## config.mk

```make
export PLATFORM = sky130hd
export DESIGN_NAME = wb_rr_arbiter
export DESIGN_NICKNAME = d
export VERILOG_FILES = /design/src/rtl/wb_rr_arbiter.sv
export SDC_FILE = /design/constraint.sdc
export NUM_CORES = 1
export LEC_CHECK = 0
export ABC_AREA = 0
export CAP_MARGIN = 20
export CORE_AREA = 3 3 109 111
export DETAILED_ROUTE_END_ITERATION = 8
export DIE_AREA = 0 0 112 114
export PLACE_DENSITY = 0.69
export SLEW_MARGIN = 20
export SYNTH_ARGS = -nofsm -noshare
export SYNTH_HDL_FRONTEND = slang
export SYNTH_SLANG_ARGS = --single-unit
```

## constraint.sdc

```tcl
create_clock -name sys_clk -period 2.3 [get_ports sys_clk]
set_input_delay 0.69 -clock sys_clk [delete_from_list [all_inputs] [get_ports sys_clk]]
set_output_delay 0.69 -clock sys_clk [all_outputs]
set_load 0.05 [all_outputs]
```

## src/rtl/wb_rr_arbiter.sv

```systemverilog
`default_nettype none
// ============================================================================
//  Module   : wb_rr_arbiter
//  Brief    : Round-robin arbiter sharing one Wishbone classic slave port
//             between NUM_MASTERS masters. It holds the grant for the whole
//             cyc window and has a watchdog that aborts slave cycles that
//             never respond.
//  Revision : 1.0  initial release
// ============================================================================
module wb_rr_arbiter #(
  parameter int NUM_MASTERS = 2,
  parameter int AW          = 32,
  parameter int DW          = 32,
  parameter int TIMEOUT     = 255
) (
  input  logic                        sys_clk,
  input  logic                        sys_rst,
  // master side
  input  logic [NUM_MASTERS-1:0]      m_cyc,
  input  logic [NUM_MASTERS-1:0]      m_stb,
  input  logic [NUM_MASTERS-1:0]      m_we,
  input  logic [NUM_MASTERS*AW-1:0]   m_adr,
  input  logic [NUM_MASTERS*DW-1:0]   m_dat_w,
  input  logic [NUM_MASTERS*DW/8-1:0] m_sel,
  output logic [NUM_MASTERS-1:0]      m_ack,
  output logic [NUM_MASTERS-1:0]      m_err,
  output logic [DW-1:0]               m_dat_r,
  // slave side
  output logic                        s_cyc,
  output logic                        s_stb,
  output logic                        s_we,
  output logic [AW-1:0]               s_adr,
  output logic [DW-1:0]               s_dat_w,
  output logic [DW/8-1:0]             s_sel,
  input  logic                        s_ack,
  input  logic                        s_err,
  input  logic [DW-1:0]               s_dat_r,
  // current owner
  output logic [NUM_MASTERS-1:0]      grant
);

  localparam int GW = $clog2(NUM_MASTERS);
  localparam int SW = DW / 8;

  typedef enum logic [1:0] {
    ST_IDLE  = 2'd0,
    ST_BUSY  = 2'd1,
    ST_ABORT = 2'd2,
    ST_DRAIN = 2'd3
  } state_t;

  state_t                 state, state_n;
  logic [GW-1:0]          g, g_n;
  logic [GW-1:0]          rr_ptr, rr_ptr_n;
  logic [NUM_MASTERS-1:0] grant_n;

  logic [GW-1:0]          pick;
  logic                   pick_valid;
  logic                   wd_hit;

  // Per-master views of the packed buses, so the owner can be selected by index.
  logic [AW-1:0] adr_arr   [NUM_MASTERS];
  logic [DW-1:0] dat_w_arr [NUM_MASTERS];
  logic [SW-1:0] sel_arr   [NUM_MASTERS];

  generate
    for (genvar i = 0; i < NUM_MASTERS; i++) begin : g_unpack
      assign adr_arr[i]   = m_adr[i*AW +: AW];
      assign dat_w_arr[i] = m_dat_w[i*DW +: DW];
      assign sel_arr[i]   = m_sel[i*SW +: SW];
    end
  endgenerate

  // Read data needs no routing: every master sees it and only the owner gets ack.
  assign m_dat_r = s_dat_r;

  // Wrap with an explicit compare so non-power-of-2 master counts stay in range.
  function automatic logic [GW-1:0] next_idx(input logic [GW-1:0] i);
    if (i == GW'(NUM_MASTERS - 1)) begin
      return '0;
    end
    return i + 1'b1;
  endfunction

  // Round-robin scan of m_cyc starting at rr_ptr.
  always_comb begin
    logic [GW-1:0] idx;
    pick       = '0;
    pick_valid = 1'b0;
    idx        = rr_ptr;
    for (int k = 0; k < NUM_MASTERS; k++) begin
      if (!pick_valid && m_cyc[idx]) begin
        pick_valid = 1'b1;
        pick       = idx;
      end
      idx = next_idx(idx);
    end
  end

  // Watchdog: counts consecutive waiting strobe cycles of the owner.
  generate
    if (TIMEOUT > 0) begin : g_wd
      localparam int WDW = $clog2(TIMEOUT + 1);
      logic [WDW-1:0] wd_cnt;
      logic           wd_wait;

      assign wd_wait = (state == ST_BUSY) && s_stb && !s_ack && !s_err;
      // The abort fires on the edge at which the count reaches TIMEOUT.
      assign wd_hit  = wd_wait && (wd_cnt >= WDW'(TIMEOUT - 1));

      // Saturating wait counter; any response, idle strobe or non-BUSY state clears it.
      always_ff @(posedge sys_clk) begin
        if (sys_rst) begin
          wd_cnt <= '0;
        end else if (wd_wait) begin
          if (wd_cnt != WDW'(TIMEOUT)) begin
            wd_cnt <= wd_cnt + 1'b1;
          end
        end else begin
          wd_cnt <= '0;
        end
      end
    end else begin : g_no_wd
      assign wd_hit = 1'b0;
    end
  endgenerate

  // State, owner index, grant vector and round-robin pointer.
  always_ff @(posedge sys_clk) begin
    if (sys_rst) begin
      state  <= ST_IDLE;
      g      <= '0;
      grant  <= '0;
      rr_ptr <= '0;
    end else begin
      state  <= state_n;
      g      <= g_n;
      grant  <= grant_n;
      rr_ptr <= rr_ptr_n;
    end
  end

  // Next-state logic plus slave mux and response routing.
  always_comb begin
    state_n  = state;
    g_n      = g;
    grant_n  = grant;
    rr_ptr_n = rr_ptr;
    s_cyc    = 1'b0;
    s_stb    = 1'b0;
    s_we     = 1'b0;
    s_adr    = '0;
    s_dat_w  = '0;
    s_sel    = '0;
    m_ack    = '0;
    m_err    = '0;

    case (state)
      ST_IDLE: begin
        if (pick_valid) begin
          g_n     = pick;
          grant_n = NUM_MASTERS'(1) << pick;
          state_n = ST_BUSY;
        end
      end

      ST_BUSY: begin
        s_cyc    = m_cyc[g];
        s_stb    = m_stb[g];
        s_we     = m_we[g];
        s_adr    = adr_arr[g];
        s_dat_w  = dat_w_arr[g];
        s_sel    = sel_arr[g];
        // ack and err pass through together; masters resolve err first.
        m_ack[g] = s_ack;
        m_err[g] = s_err;
        if (!m_cyc[g]) begin
          state_n  = ST_IDLE;
          grant_n  = '0;
          rr_ptr_n = next_idx(g);
        end else if (wd_hit) begin
          state_n  = ST_ABORT;
        end
      end

      ST_ABORT: begin
        // Slave side is dropped; the owner gets a single synthetic error.
        m_err[g] = 1'b1;
        state_n  = ST_DRAIN;
      end

      ST_DRAIN: begin
        // Wait for the aborted owner to finish its cyc before re-arbitrating.
        if (!m_cyc[g]) begin
          state_n  = ST_IDLE;
          grant_n  = '0;
          rr_ptr_n = next_idx(g);
        end
      end

      default: begin
        state_n = ST_IDLE;
        grant_n = '0;
      end
    endcase
  end

endmodule
`default_nettype wire
```

# Word level (Yosys, flattened, before mapping)
# Cells that the tools add are included.
[totals] regBits=14 latch_bits=0 ramBits=0 romBits=0 inputBits=178 elab_cells=99 mem_count=0
[op_classes] add_sub_neg=3 mul=0 div_mod_pow=0 n_lt_le_gt_ge=6 eq_ne=9 shifts=1 muxes=53 n_bitwise=4 reduce_logical=18
[ops] operator="$mux 32" count=8
[ops] operator="$mux 1" count=30
[ops] operator="$mux 4" count=4
[ops] operator="$mux 2" count=6
[ops] operator="$reduce_and 3->1" count=3
[ops] operator="$add 8x1->8 const B" count=1
[ops] operator="$ge 8x8->1 const B" count=1
[ops] operator="$ne 2x2->1 const B" count=4
[ops] operator="$ne 8x8->1 const B" count=1
[ops] operator="$pmux 2 s2" count=2
[ops] operator="$pmux 2 s4" count=1
[ops] operator="$logic_and 1x1->1" count=6
[ops] operator="$lt 1x2->1 const B" count=3
[ops] operator="$and 2x2->2" count=2
[ops] operator="$eq 2x2->1 const B" count=2
[ops] operator="$reduce_bool 2->1" count=2
[ops] operator="$reduce_or 2->1" count=2
[ops] operator="$logic_not 1->1" count=3
[ops] operator="$ne 3x3->1 const B" count=1
[ops] operator="$add 1x1->1 const B" count=2
[ops] operator="$eq 2x1->1 const B" count=1
[ops] operator="$ge 2x2->1 const B" count=1
[ops] operator="$logic_not 2->1" count=1
[ops] operator="$not 1->2" count=1
[ops] operator="other kinds (6)" count=6

# Logic depth before layout (Yosys ltp)
# Gate-level depths: netlist of run 1.
[depth] word_depth=10 mapped_depth=7 depth_no_buf=7

# Least setup slack after synthesis of run 1
# OpenSTA, ideal clock, no wires.
[synth_timing] path_type="register -> output" from="register state[0]" to="output m_err[0]" arrival_time_ps=2165 path_slack_ps=-555 path_stages_with_launch=5 path_cell_list="dfxtp_1 > ha_1 > clkbuf_1 > a21oi_1 > nor3b_1"
[synth_via] elab_chain_cells=2 word_cells_on_any_way=3 classes_between="2 x eq/ne; 1 x mux"
[synth_lines] element="start, declared" line="52" text="state_t state, state_n;"
[synth_lines] element="start signal, assigned" line="136" text="state <= state_n;"
[synth_lines] element="$eq 2x2->1 or $eq 2x1->1 (tied branches)" line="158" text="case (state)"
[synth_lines] element="$pmux 2 s2 *" line="158"
[synth_lines] element="end, declared" line="26" text="output logic [NUM_MASTERS-1:0] m_err,"
# Every way passes the cells marked *; elsewhere a longest branch is shown, timed or not.

# Worst setup path after layout of run 1
[layout_timing] from="input m_dat_w[43]" to="output s_dat_w[11]"
[layout_via] elab_chain_cells=4
[layout_lines] element="start, declared" line="23" text="input logic [NUM_MASTERS*DW-1:0] m_dat_w,"
[layout_lines] element="$mux 32 (not written as such) (3 in a row)" line="172" text="s_dat_w = dat_w_arr[g];"
[layout_lines] element="$mux 32" line="158"
[layout_lines] element="end, declared" line="33" text="output logic [DW-1:0] s_dat_w,"
# Every way passes these cells. The select of a mux whose other input is x is not followed.

==> metrics.log, run 1 <==
[metrics] outcome: finished, final reports clean
[metrics] maximum buffer depth of the clock tree: 2
[metrics] worst setup slack after placement: -0.156 ns
[metrics] leading register cell type out of synthesis: sky130_fd_sc_hd__dfxtp_1
[metrics] maximum ir drop on the vdd rail: ~0.34 mV
[metrics] routed length per instance: between 15 and 20 µm
[metrics] die footprint: 12800 µm²
[metrics] # setup viols final: 0
[metrics] DIE HEIGHT: ~110 µm
[metrics] clock insertion delay at the later pin of the skew report: between 0.2 and 0.3 ns
[metrics] Hold Worst Slack: 0.458 ns
[metrics] initial antenna violation count: 1
[metrics] maximum fanout count along the critical path: 1
[metrics] yosys warns: 0
[metrics] Switch Pwr: between 1 and 1.5 mW
[metrics] Design Area, Final: 5890 µm²
[metrics] number of ports placed on the die boundary: 287
[metrics] most numerous cell in the Yosys netlist: sky130_fd_sc_hd__mux2i_1
[metrics] Leak Pwr: 2.37 nW
[metrics] clock tree root buffer cell: sky130_fd_sc_hd__clkbuf_8
[metrics] pin slew with the least headroom to its limit: slightly below 0.5 ns
[metrics] DR pass1 iterations: 4
[metrics] P&R area growth vs syn: 162%
[metrics] count of vias placed by the detailed router: 2734
[metrics] maximum level of the CTS H-tree: 1
[metrics] leftover overflow at the end of global routing: 0
[metrics] clock transition time at the flip-flop clock pins of the worst setup and hold paths: roughly 0.05 ns
[metrics] via density per instance: between 4 and 5
[metrics] fmax: 0.437 GHz
[metrics] half-perimeter wire length of the detailed placement result: ~8900 µm
[metrics] cell types occupying the most area after synthesis: sky130_fd_sc_hd__mux2i_1 (31%), sky130_fd_sc_hd__nor2b_1 (19%), sky130_fd_sc_hd__dfxtp_1 (12%), sky130_fd_sc_hd__buf_4 (11%), sky130_fd_sc_hd__ha_1 (3.9%)
[metrics] total global routing track utilization: roughly 15%
[metrics] placement-stage cell area: 5630 µm²
[metrics] leading post-synthesis cells by instance count: sky130_fd_sc_hd__mux2i_1 (70), sky130_fd_sc_hd__nor2b_1 (69), sky130_fd_sc_hd__buf_4 (33)
[metrics] Fill cells: about 910
[metrics] share of power burned in the clock network: a little under a tenth
[metrics] placer's final routability congestion estimate: approximately 0.77
[metrics] Post-Syn Nets: 470
[metrics] Worst setup SP type: input pin
[metrics] hold buffer count at CTS: 0
[metrics] synthesized area: 2250 µm²
[metrics] element type at the critical path end: output pin
[metrics] fraction of power spent switching nets: a little over two fifths
[metrics] Synth Register Bits: 14
[metrics] CTS tree: done
[metrics] starting density of the core: 20.7%
[metrics] clock tree skew after final layout: between 0.003 and 0.004 ns
[metrics] sequential element share of the synthesized area: between 10% and 20%
[metrics] endpoint required time on the critical path: 1.61 ns
[metrics] share of power burned in combinational logic: 80.2%
[metrics] WL final: around 11000 µm
[metrics] maximum number of pins on one net before global-route repair: 38
[metrics] final setup margin: 0.0128 ns
[metrics] proportion of netlist area held by the largest area contributor: 31.1%
[metrics] largest area contributor in the netlist: sky130_fd_sc_hd__mux2i_1
[metrics] total placed cells including tap cells: 608
[metrics] reported max-cap violation count: 0
[metrics] PnR Total Power: ~2.6 mW
[metrics] number of max-slew violations in the final report: 0
[metrics] number of nets in the final layout: around 660
[metrics] number of flops mapped to enable cells by yosys: 0
[metrics] number of standard cells in the layout, taps in and fillers out: around 600
[metrics] synthesized netlist cell count: around 290
[metrics] number of DRC markers after the initial detailed-route iteration: 81
[metrics] crit path kind: input pin to output pin
[metrics] clock tree sinks: 14
[metrics] count of buffers from port buffering: about 220
[metrics] final antenna-violating net count: 0
[metrics] number of DRC violations after detailed routing: 0
[metrics] Core Rows: 38
[metrics] share of async-settable or async-resettable flops after synthesis: 0%
[metrics] internal power of the cells: roughly 1.5 mW
[metrics] power per unit of standard cell area: about 440 nW/µm²
[metrics] layout cell share with drive strength beyond 1: between 40% and 50%
[metrics] arrival time of the worst setup path: approximately 1.6 ns
[metrics] Slew headroom: about 67%
[metrics] number of distinct library cell variants in the gate-level netlist after synthesis: 33
[metrics] via count of the first global-routing pass: roughly 3000
[metrics] fraction of the cycle the final worst path needs: around 99%
[metrics] RSZ-0062 raised after global routing: true
[metrics] class of the most critical hold timing path: flop to flop
[metrics] average instance area after synthesis: between 7 and 8 µm²
[metrics] part of the power in registers: a little over a tenth
[metrics] die outline width: 112 µm
[metrics] global-route wire length before repair: 15800 µm
[metrics] area of the placeable core: around 11000 µm²
[metrics] final number of hold-violating endpoints: 0
[metrics] Final min period: 2.29 ns
[metrics] total CTS buffers: 3
## registers in the layout, indices dropped and copies added (netlist names), named ones only
name         cells
g                1
rr_ptr           1
state            1
g_wd.wd_cnt      8
grant            2
## layout make-up
| cell class | count | area [µm²] | share of cell area (%) |
|---|---|---|---|
| repair buffers | 236 | 3190 | 54.2 |
| inverters | 6 | 22.5 | 0.382 |
| multi-input cells | 215 | 2150 | 36.6 |
| diodes | 1 | 2.50 | 0.0425 |
| clock buffers | 4 | 55.1 | 0.935 |
| well taps | 140 | 175 | 2.97 |
| flip-flops and latches | 14 | 287 | 4.86 |
## layer usage
layer / wire length (µm) / vias to the layer above / GRT usage, % / share of wire (%)
li1: - / 1314 / - / -
met1: 3590 / 1283 / 16.0 / 34
met2: 6100 / 122 / 30.6 / 58
met3: 751 / 15 / 3.93 / 7.1
met4: 135 / 0 / 3.13 / 1.3
met5: 0 / - / 0 / 0
## path summary, 6_finish.rpt
path	from	endpoint	slack, ns	cells past startpoint
max	m_dat_w[43]	s_dat_w[11]	0.01	4
max reg2reg	g	state[0]	0.41	7
min reg2reg	grant[0]	grant[0]	0.46	2
min	grant[0]	grant[0]	0.46	2
## cell families after synthesis
| family | Yosys count | synth area share, % |
|---|---|---|
| xor+xnor | 4 | 1.56 |
| mux | 72 | 32.3 |
| compound gates | 21 | 6.23 |
| buf+inv | 56 | 15.2 |
| flops | 14 | 12.5 |
| simple gates | 111 | 28.4 |
| fa+ha+maj | 7 | 3.89 |
## worst max-delay path, stage by stage
cell and delay, ns:
sky130_fd_sc_hd__clkdlybuf4s50_1 0.41, sky130_fd_sc_hd__mux2i_1 0.27, sky130_fd_sc_hd__nor2b_4 0.08, sky130_fd_sc_hd__buf_12 0.15
## power groups by stage
stage | registers (mW) | logic (mW) | clock network (mW)
floorplan | 0.278 | 1.16 | 0
CTS | 0.270 | 2.02 | 0.246
global placement | 0.273 | 2.00 | 0
global route | 0.272 | 2.14 | 0.255
finish | 0.270 | 2.06 | 0.239
detailed placement | 0.273 | 2.01 | 0
## layout by cell type, fill, tap and decap left out, drive strengths merged, types with 2 or more instances in the layout
cell type      count
mux2               2
nor3b              2
ha                 7
mux2i             70
xor2               2
a22oi              2
a311oi             2
buf               84
clkbuf             9
nand2              8
inv                6
dlymetal6s2s      18
and3               3
xnor2              2
a21oi              8
nor2b             69
nor2              14
o21ai              3
clkdlybuf4s50    122
nor4               2
or2                2
a211oi             2
nand3              7
dlygate4sd2        7
dfxtp             14
## metrics by stage
stage / TNS, ns / utilization (%)
6_report: 0 / 54.1
5_1_grt: -0.0826 / 54.1
4_1_cts: 0 / 52.4
3_5_place_dp: -0.673 / 51.7
3_3_place_gp: -0.432 / 51.7
2_1_floorplan: -1.10 / -
## timing repair
action                                  in CTS  in global routing
pin swaps                                    1                  1
endpoints found under the hold margin        0                  0
setup buffers                                0                  2
gates resized for setup                     17                 46
cloned                                       0                  1
endpoints found under the setup margin      71                 70
(Power assumes the default switching activity.)
==> run 2: changes to the inputs <==
--- a/config.mk
+++ b/config.mk
@@ -7,10 +7,10 @@
 export LEC_CHECK = 0
 export ABC_AREA = 0
 export CAP_MARGIN = 20
-export CORE_AREA = 3 3 109 111
+export CORE_AREA = 3 3 110 112
 export DETAILED_ROUTE_END_ITERATION = 8
-export DIE_AREA = 0 0 112 114
-export PLACE_DENSITY = 0.69
+export DIE_AREA = 0 0 113 115
+export PLACE_DENSITY = 0.71
 export SLEW_MARGIN = 20
 export SYNTH_ARGS = -nofsm -noshare
 export SYNTH_HDL_FRONTEND = slang
==> constraint.sdc (replaced) <==
create_clock -name sys_clk -period 2.1 [get_ports sys_clk]
set_input_delay 0.63 -clock sys_clk [delete_from_list [all_inputs] [get_ports sys_clk]]
set_output_delay 0.63 -clock sys_clk [all_outputs]
set_load 0.05 [all_outputs]
==> run 2 against run 1 <==
The run now ends with setup timing left. Via count is 9.3% higher. Wire length is 28% higher. Combinational power is 31% higher.
==> metrics.log, run 2 (synthesis gave the netlist of run 1 again) <==
[metrics] layout cell share with drive strength beyond 1: a little under three fifths
[metrics] placer's final routability congestion estimate: 0.798
[metrics] clock tree root buffer cell: sky130_fd_sc_hd__clkbuf_16
[metrics] leftover overflow at the end of global routing: 0
[metrics] number of max-slew violations in the final report: 0
[metrics] DIE HEIGHT: 115 µm
[metrics] total CTS buffers: 3
[metrics] WL final: about 14000 µm
[metrics] via density per instance: between 4 and 5
[metrics] fmax: 0.463 GHz
[metrics] final number of hold-violating endpoints: 0
[metrics] placement-stage cell area: slightly below 6000 µm²
[metrics] half-perimeter wire length of the detailed placement result: approximately 9300 µm
[metrics] clock transition time at the flip-flop clock pins of the worst setup and hold paths: around 0.050 ns
[metrics] highest-count cells in the layout ignoring fill and taps: sky130_fd_sc_hd__dlygate4sd2_1 (107), sky130_fd_sc_hd__buf_12 (80), sky130_fd_sc_hd__nor2b_4 (66)
[metrics] Core Rows: 39
[metrics] CTS tree: done
[metrics] maximum number of pins on one net before global-route repair: 25
[metrics] Slew headroom: 72.1%
[metrics] total global routing track utilization: ~18%
[metrics] number of DRC violations after detailed routing: 0
[metrics] number of DRC markers after the initial detailed-route iteration: 72
[metrics] reported max-cap violation count: 0
[metrics] die footprint: between 10000 and 15000 µm²
[metrics] DR pass1 iterations: 4
[metrics] clock tree skew after final layout: around 0.0018 ns
[metrics] pin slew with the least headroom to its limit: between 0.4 and 0.5 ns
[metrics] Final min period: 2.16 ns
[metrics] clock insertion delay at the later pin of the skew report: around 0.24 ns
[metrics] Design Area, Final: just under 7000 µm²
[metrics] class of the most critical hold timing path: flop to flop
[metrics] initial antenna violation count: 4
[metrics] leading cell type in the layout, fill and taps excluded: sky130_fd_sc_hd__dlygate4sd2_1
[metrics] number of nets in the final layout: slightly below 700
[metrics] RSZ-0062 raised after global routing: true
[metrics] maximum ir drop on the vdd rail: around 0.27 mV
[metrics] number of flip-flops under the largest register name: 8
[metrics] global-route wire length before repair: 18200 µm
[metrics] clock tree sinks: 14
[metrics] utilization after layout: approximately three fifths
[metrics] P&R area growth vs syn: 209%
[metrics] element type at the critical path end: output pin
[metrics] registers with the highest flip-flop counts: g_wd.wd_cnt: 8 flops, grant: 2 flops
[metrics] crit path kind: input pin to output pin
[metrics] Worst setup SP type: input pin
[metrics] maximum buffer depth of the clock tree: 2
[metrics] count of buffers from port buffering: approximately 220
[metrics] fraction of the cycle the final worst path needs: 103%
[metrics] power per unit of standard cell area: 487 nW/µm²
[metrics] cell count of the worst reg-to-reg path: 7
[metrics] endpoint required time on the critical path: between 1 and 1.5 ns
[metrics] routed length per instance: approximately 21 µm
[metrics] outcome: finished with violations
[metrics] Leak Pwr: roughly 3 nW
[metrics] area of the placeable core: roughly 11000 µm²
[metrics] starting density of the core: 19.9%
[metrics] most flop-heavy register: g_wd.wd_cnt
[metrics] # setup viols final: 15
[metrics] number of ports placed on the die boundary: about 290
[metrics] maximum level of the CTS H-tree: 1
[metrics] worst hold path cell count: 2
[metrics] maximum fanout count along the critical path: 1
[metrics] count of vias placed by the detailed router: between 2000 and 3000
[metrics] arrival time of the worst setup path: ~1.5 ns
[metrics] die outline width: 113 µm
[metrics] violated checks: setup timing
[metrics] via count of the first global-routing pass: roughly 3200
[metrics] PnR Total Power: 3.39 mW
[metrics] final antenna-violating net count: 0
[metrics] final setup margin: -0.0610 ns
==> run 2: cell count changes in the layout (fill, tap and decap cells not counted), sizes merged, moves of 2 or more <==
cell and change:
dlygate4sd2 +100, clkbuf -2, clkdlybuf4s50 -119, dlymetal6s2s +16
diode +5, buf +28
==> run 2: path summary, 6_finish.rpt <==
path | startpoint | endpoint | slack (ns)
worst max-delay path | m_adr[2] | s_adr[2] | -0.06
worst min-delay path | grant[0] | grant[0] | 0.48
worst max register to register | g | flop | 0.15
worst min register to register | grant[0] | grant[0] | 0.48
==> run 2: report_power, final <==
part / switching (mW) / total, mW / internal, mW / leakage, nW
registers: 0.0124 / 0.292 / 0.280 / 0.116
clock network: 0.111 / 0.400 / 0.289 / 0.0442
logic: 1.27 / 2.69 / 1.43 / 2.84
==> run 2: layout make-up <==
class                           count  area [µm²]
Multi-Input combinational cell    215        2880
Timing Repair Buffer              260        3480
Antenna cell                        6        15.0
Tap cell                          143         179
Inverter                            6        22.5
Sequential cell                    14         289
Clock buffer                        4        88.8
Fill cell                         856        4370
==> run 2: critical path, cell delays in order <==
cell and delay [ns]:
sky130_fd_sc_hd__clkdlybuf4s50_1 0.43, sky130_fd_sc_hd__mux2i_2 0.24, sky130_fd_sc_hd__nor2b_4 0.07, sky130_fd_sc_hd__buf_12 0.15
==> run 2: per-stage QoR <==
stage,instances,hold WS [ns],setup slack (ns),TNS [ns]
final,648,0.475,-0.0610,-0.265
after global routing,646,0.495,-0.0685,-1.43
after CTS,641,0.475,-0.0878,-1.11
after detailed placement,624,0.467,-0.233,-4.17
after global placement,624,0.446,-0.247,-2.95
after floorplan,285,0.461,-0.127,-0.127
==> run 2: timing repair <==
action | in CTS | in global routing
setup buffers | 13 | 1
endpoints found under the setup margin | 76 | 74
gates cloned | 6 | 3
resized for setup | 219 | 88
pin swaps | 4 | 2
hold buffers | 0 | 0
==> run 2: routing by layer <==
layer / vias to the layer above / global-route usage [%] / share of wire (%)
met5: - / 0 / 0
met2: 156 / 31.8 / 53
met3: 37 / 5.68 / 8.2
li1: 1379 / - / -
met1: 1415 / 20.5 / 36
met4: 0 / 6.25 / 2.5
==> run 3: changes to the inputs <==
--- a/config.mk
+++ b/config.mk
@@ -11,6 +11,7 @@
 export DETAILED_ROUTE_END_ITERATION = 8
 export DIE_AREA = 0 0 113 115
 export PLACE_DENSITY = 0.71
+export SKIP_LAST_GASP = 1
 export SLEW_MARGIN = 20
 export SYNTH_ARGS = -nofsm -noshare
 export SYNTH_HDL_FRONTEND = slang
==> run 3 against run 2 <==
The flow still finishes with violations (setup timing). Register-to-register slack is essentially flat. Combinational power is essentially flat. Highest routed layer unchanged. Critical endpoint is now s_dat_w[23]. Largest power group unchanged. Flip-flop and latch count did not move.
==> metrics.log, run 3 (synthesis gave the netlist of run 1 again) <==
[metrics] class of the most critical hold timing path: flop to flop
[metrics] routed length per instance: about 22 µm
[metrics] fraction of power spent switching nets: 41.0%
[metrics] global-route wire length before repair: between 15000 and 20000 µm
[metrics] maximum number of pins on one net before global-route repair: 25
[metrics] CTS tree: done
[metrics] violated checks: setup timing
[metrics] count of buffers from port buffering: between 200 and 250
[metrics] crit path kind: input pin to output pin
[metrics] number of ports placed on the die boundary: roughly 290
[metrics] destination of the worst register-to-register timing path: state[0]
[metrics] number of flip-flops under the largest register name: 8
[metrics] clock tree root buffer cell: sky130_fd_sc_hd__clkbuf_16
[metrics] maximum fanout count along the critical path: 1
[metrics] power per unit of standard cell area: between 400 and 500 nW/µm²
[metrics] startpoint of the worst register-to-register path: g
[metrics] total CTS buffers: 3
[metrics] leftover overflow at the end of global routing: 0
[metrics] hold buffer count at CTS: 0
[metrics] die outline width: 113 µm
[metrics] clock transition time at the flip-flop clock pins of the worst setup and hold paths: 0.05 ns
[metrics] starting density of the core: around a fifth
[metrics] maximum buffer depth of the clock tree: 2
[metrics] layout cell share with drive strength beyond 1: 55.6%
[metrics] clock insertion delay at the later pin of the skew report: 0.25 ns
[metrics] share of power burned in the clock network: 11.9%
[metrics] via count of the first global-routing pass: approximately 3200
[metrics] clock tree skew after final layout: just over 0.0009 ns
[metrics] arrival time of the worst setup path: 1.56 ns
[metrics] startpoint of the tightest hold check path: grant[0]
[metrics] registers with the highest flip-flop counts: g_wd.wd_cnt: 8 flops, grant: 2 flops
[metrics] global-route track usage on met1: approximately a fifth
[metrics] number of nets in the final layout: 686
[metrics] pin slew with the least headroom to its limit: 0.427 ns
[metrics] worst hold path cell count: 2
[metrics] internal power of the cells: around 2 mW
[metrics] DR pass1 iterations: 4
[metrics] leading cell type in the layout, fill and taps excluded: sky130_fd_sc_hd__buf_12
[metrics] number of standard cells in the layout, taps in and fillers out: roughly 650
[metrics] final setup margin: -0.0883 ns
[metrics] Worst setup SP type: input pin
[metrics] fmax: approximately 0.46 GHz
[metrics] placer's final routability congestion estimate: ~0.8
[metrics] maximum level of the CTS H-tree: 1
[metrics] RSZ-0062 raised after global routing: true
[metrics] area of the placeable core: 11300 µm²
[metrics] GRT busiest layer: met2
[metrics] endpoint of the worst hold-timing path: grant[0]
[metrics] Slew headroom: 71.3%
[metrics] global routing usage on met3: under 10%
[metrics] total placed cells including tap cells: ~620
[metrics] final number of hold-violating endpoints: 0
[metrics] reported max-cap violation count: 0
[metrics] crit-path cells: clkdlybuf4s50_1 > mux2i_4 > nor2b_4 > buf_12
[metrics] count of vias placed by the detailed router: between 2000 and 3000
[metrics] number of DRC markers after the initial detailed-route iteration: 73
[metrics] element type at the critical path end: output pin
[metrics] final antenna-violating net count: 0
[metrics] Switch Pwr: approximately 1.4 mW
[metrics] DIE HEIGHT: 115 µm
[metrics] Core Rows: 39
[metrics] part of the power in registers: 8.6%
[metrics] half-perimeter wire length of the detailed placement result: between 9000 and 10000 µm
[metrics] initial antenna violation count: 1
[metrics] outcome: finished with violations
[metrics] WL final: ~14000 µm
[metrics] die footprint: about 13000 µm²
[metrics] sum of negative setup slack: -0.409 ns
[metrics] Leak Pwr: 3.30 nW
[metrics] most flop-heavy register: g_wd.wd_cnt
[metrics] share of power burned in combinational logic: around 80%
[metrics] maximum ir drop on the vdd rail: just under 0.3 mV
[metrics] GR met2 Demand/Resource: around a third
[metrics] critical path startpoint: m_dat_w[55]
[metrics] master of the slowest instance on the critical path: sky130_fd_sc_hd__clkdlybuf4s50_1
[metrics] # setup viols final: 19
[metrics] number of DRC violations after detailed routing: 0
[metrics] cell count of the worst reg-to-reg path: 8
[metrics] P&R area growth vs syn: 214%
[metrics] Critical Path Max Stage Delay: 0.54 ns
[metrics] Fill cells: 811
[metrics] via density per instance: between 4 and 5
[metrics] Final min period: 2.19 ns
[metrics] fraction of the cycle the final worst path needs: 104%
[metrics] endpoint required time on the critical path: 1.47 ns
[metrics] clock tree sinks: 14
[metrics] total global routing track utilization: 17.8%
[metrics] number of max-slew violations in the final report: 0
[metrics] highest-count cells in the layout ignoring fill and taps: sky130_fd_sc_hd__buf_12 (81), sky130_fd_sc_hd__dlymetal6s2s_1 (73), sky130_fd_sc_hd__nor2b_4 (66), sky130_fd_sc_hd__dlygate4sd2_1 (66), sky130_fd_sc_hd__mux2i_4 (43)
[metrics] flop-to-flop setup slack: 0.15 ns
-- run 3: changes by cell type in the layout (fill, tap and decap cells not counted), sizes merged --
cell / change
clkdlybuf4s50: +2
dlygate4sd2: -41
buf: +1
dlymetal6s2s: +39
diode: -3
-- run 3: worst max-delay path: cells and delay by family --
| family | cells | cell delay, ns |
|---|---|---|
| buffers and inverters | 2 | 0.68 |
| AND/OR/NAND/NOR | 1 | 0.14 |
| multiplexers | 1 | 0.10 |
-- run 3: what timing repair did --
action / CTS / global route
gates cloned: 6 / 3
pin swaps: 4 / 2
gates resized for setup: 155 / 145
hold endpoints to repair: 0 / 0
setup endpoints to repair: 76 / 70
buffers inserted: 13 / 2
-- run 3: worst max-delay path by stage --
stage / to / slack, ns / depth (start not counted)
6_report: s_dat_w[23] / -0.09 / 4
5_1_grt: s_dat_w[23] / -0.10 / 4
4_1_cts: s_dat_w[12] / -0.10 / 4
3_5_place_dp: m_err[1] / -0.23 / 4
3_3_place_gp: m_err[1] / -0.25 / 4
2_1_floorplan: m_err[0] / -0.13 / 4
-- run 3: area by class of cell --
cell class | count | area [µm²] | share of cell area (%)
Timing Repair Buffer | 261 | 3650 | 51.7
Multi-Input combinational cell | 215 | 2830 | 40.0
Sequential cell | 14 | 289 | 4.09
Tap cell | 143 | 179 | 2.53
Clock buffer | 4 | 88.8 | 1.26
Inverter | 6 | 22.5 | 0.318
Antenna cell | 3 | 7.51 | 0.106
-- run 3: through the flow --
| step | area (µm²) | utilization [%] | worst slack, ns | power [mW] | hold slack [ns] |
|---|---|---|---|---|---|
| 6_report | 7070 | 62.5 | -0.0883 | 3.41 | 0.475 |
| 5_1_grt | 7070 | 62.4 | -0.100 | 3.51 | 0.495 |
| 4_1_cts | 6400 | 56.6 | -0.104 | 3.24 | 0.475 |
| 3_5_place_dp | 5780 | 51.1 | -0.233 | 2.57 | 0.467 |
| 3_3_place_gp | 5780 | 51.1 | -0.247 | 2.55 | 0.446 |
| 2_1_floorplan | 2740 | - | -0.127 | 1.61 | 0.461 |
-- run 3: power groups by stage --
stage               clock network, mW  logic, mW  registers, mW
CTS                             0.403       2.54          0.291
floorplan                           0       1.31          0.305
global placement                    0       2.25          0.302
global route                    0.415       2.80          0.293
detailed placement                  0       2.27          0.304
finish                          0.406       2.71          0.292
-- run 3: metal layers --
metal	vias up	part of all wire [%]	routed length [µm]
met2	153	54	7580
met4	0	2.2	313
met1	1432	36	5010
met3	33	7.5	1040
li1	1378	-	-
met5	-	0	0
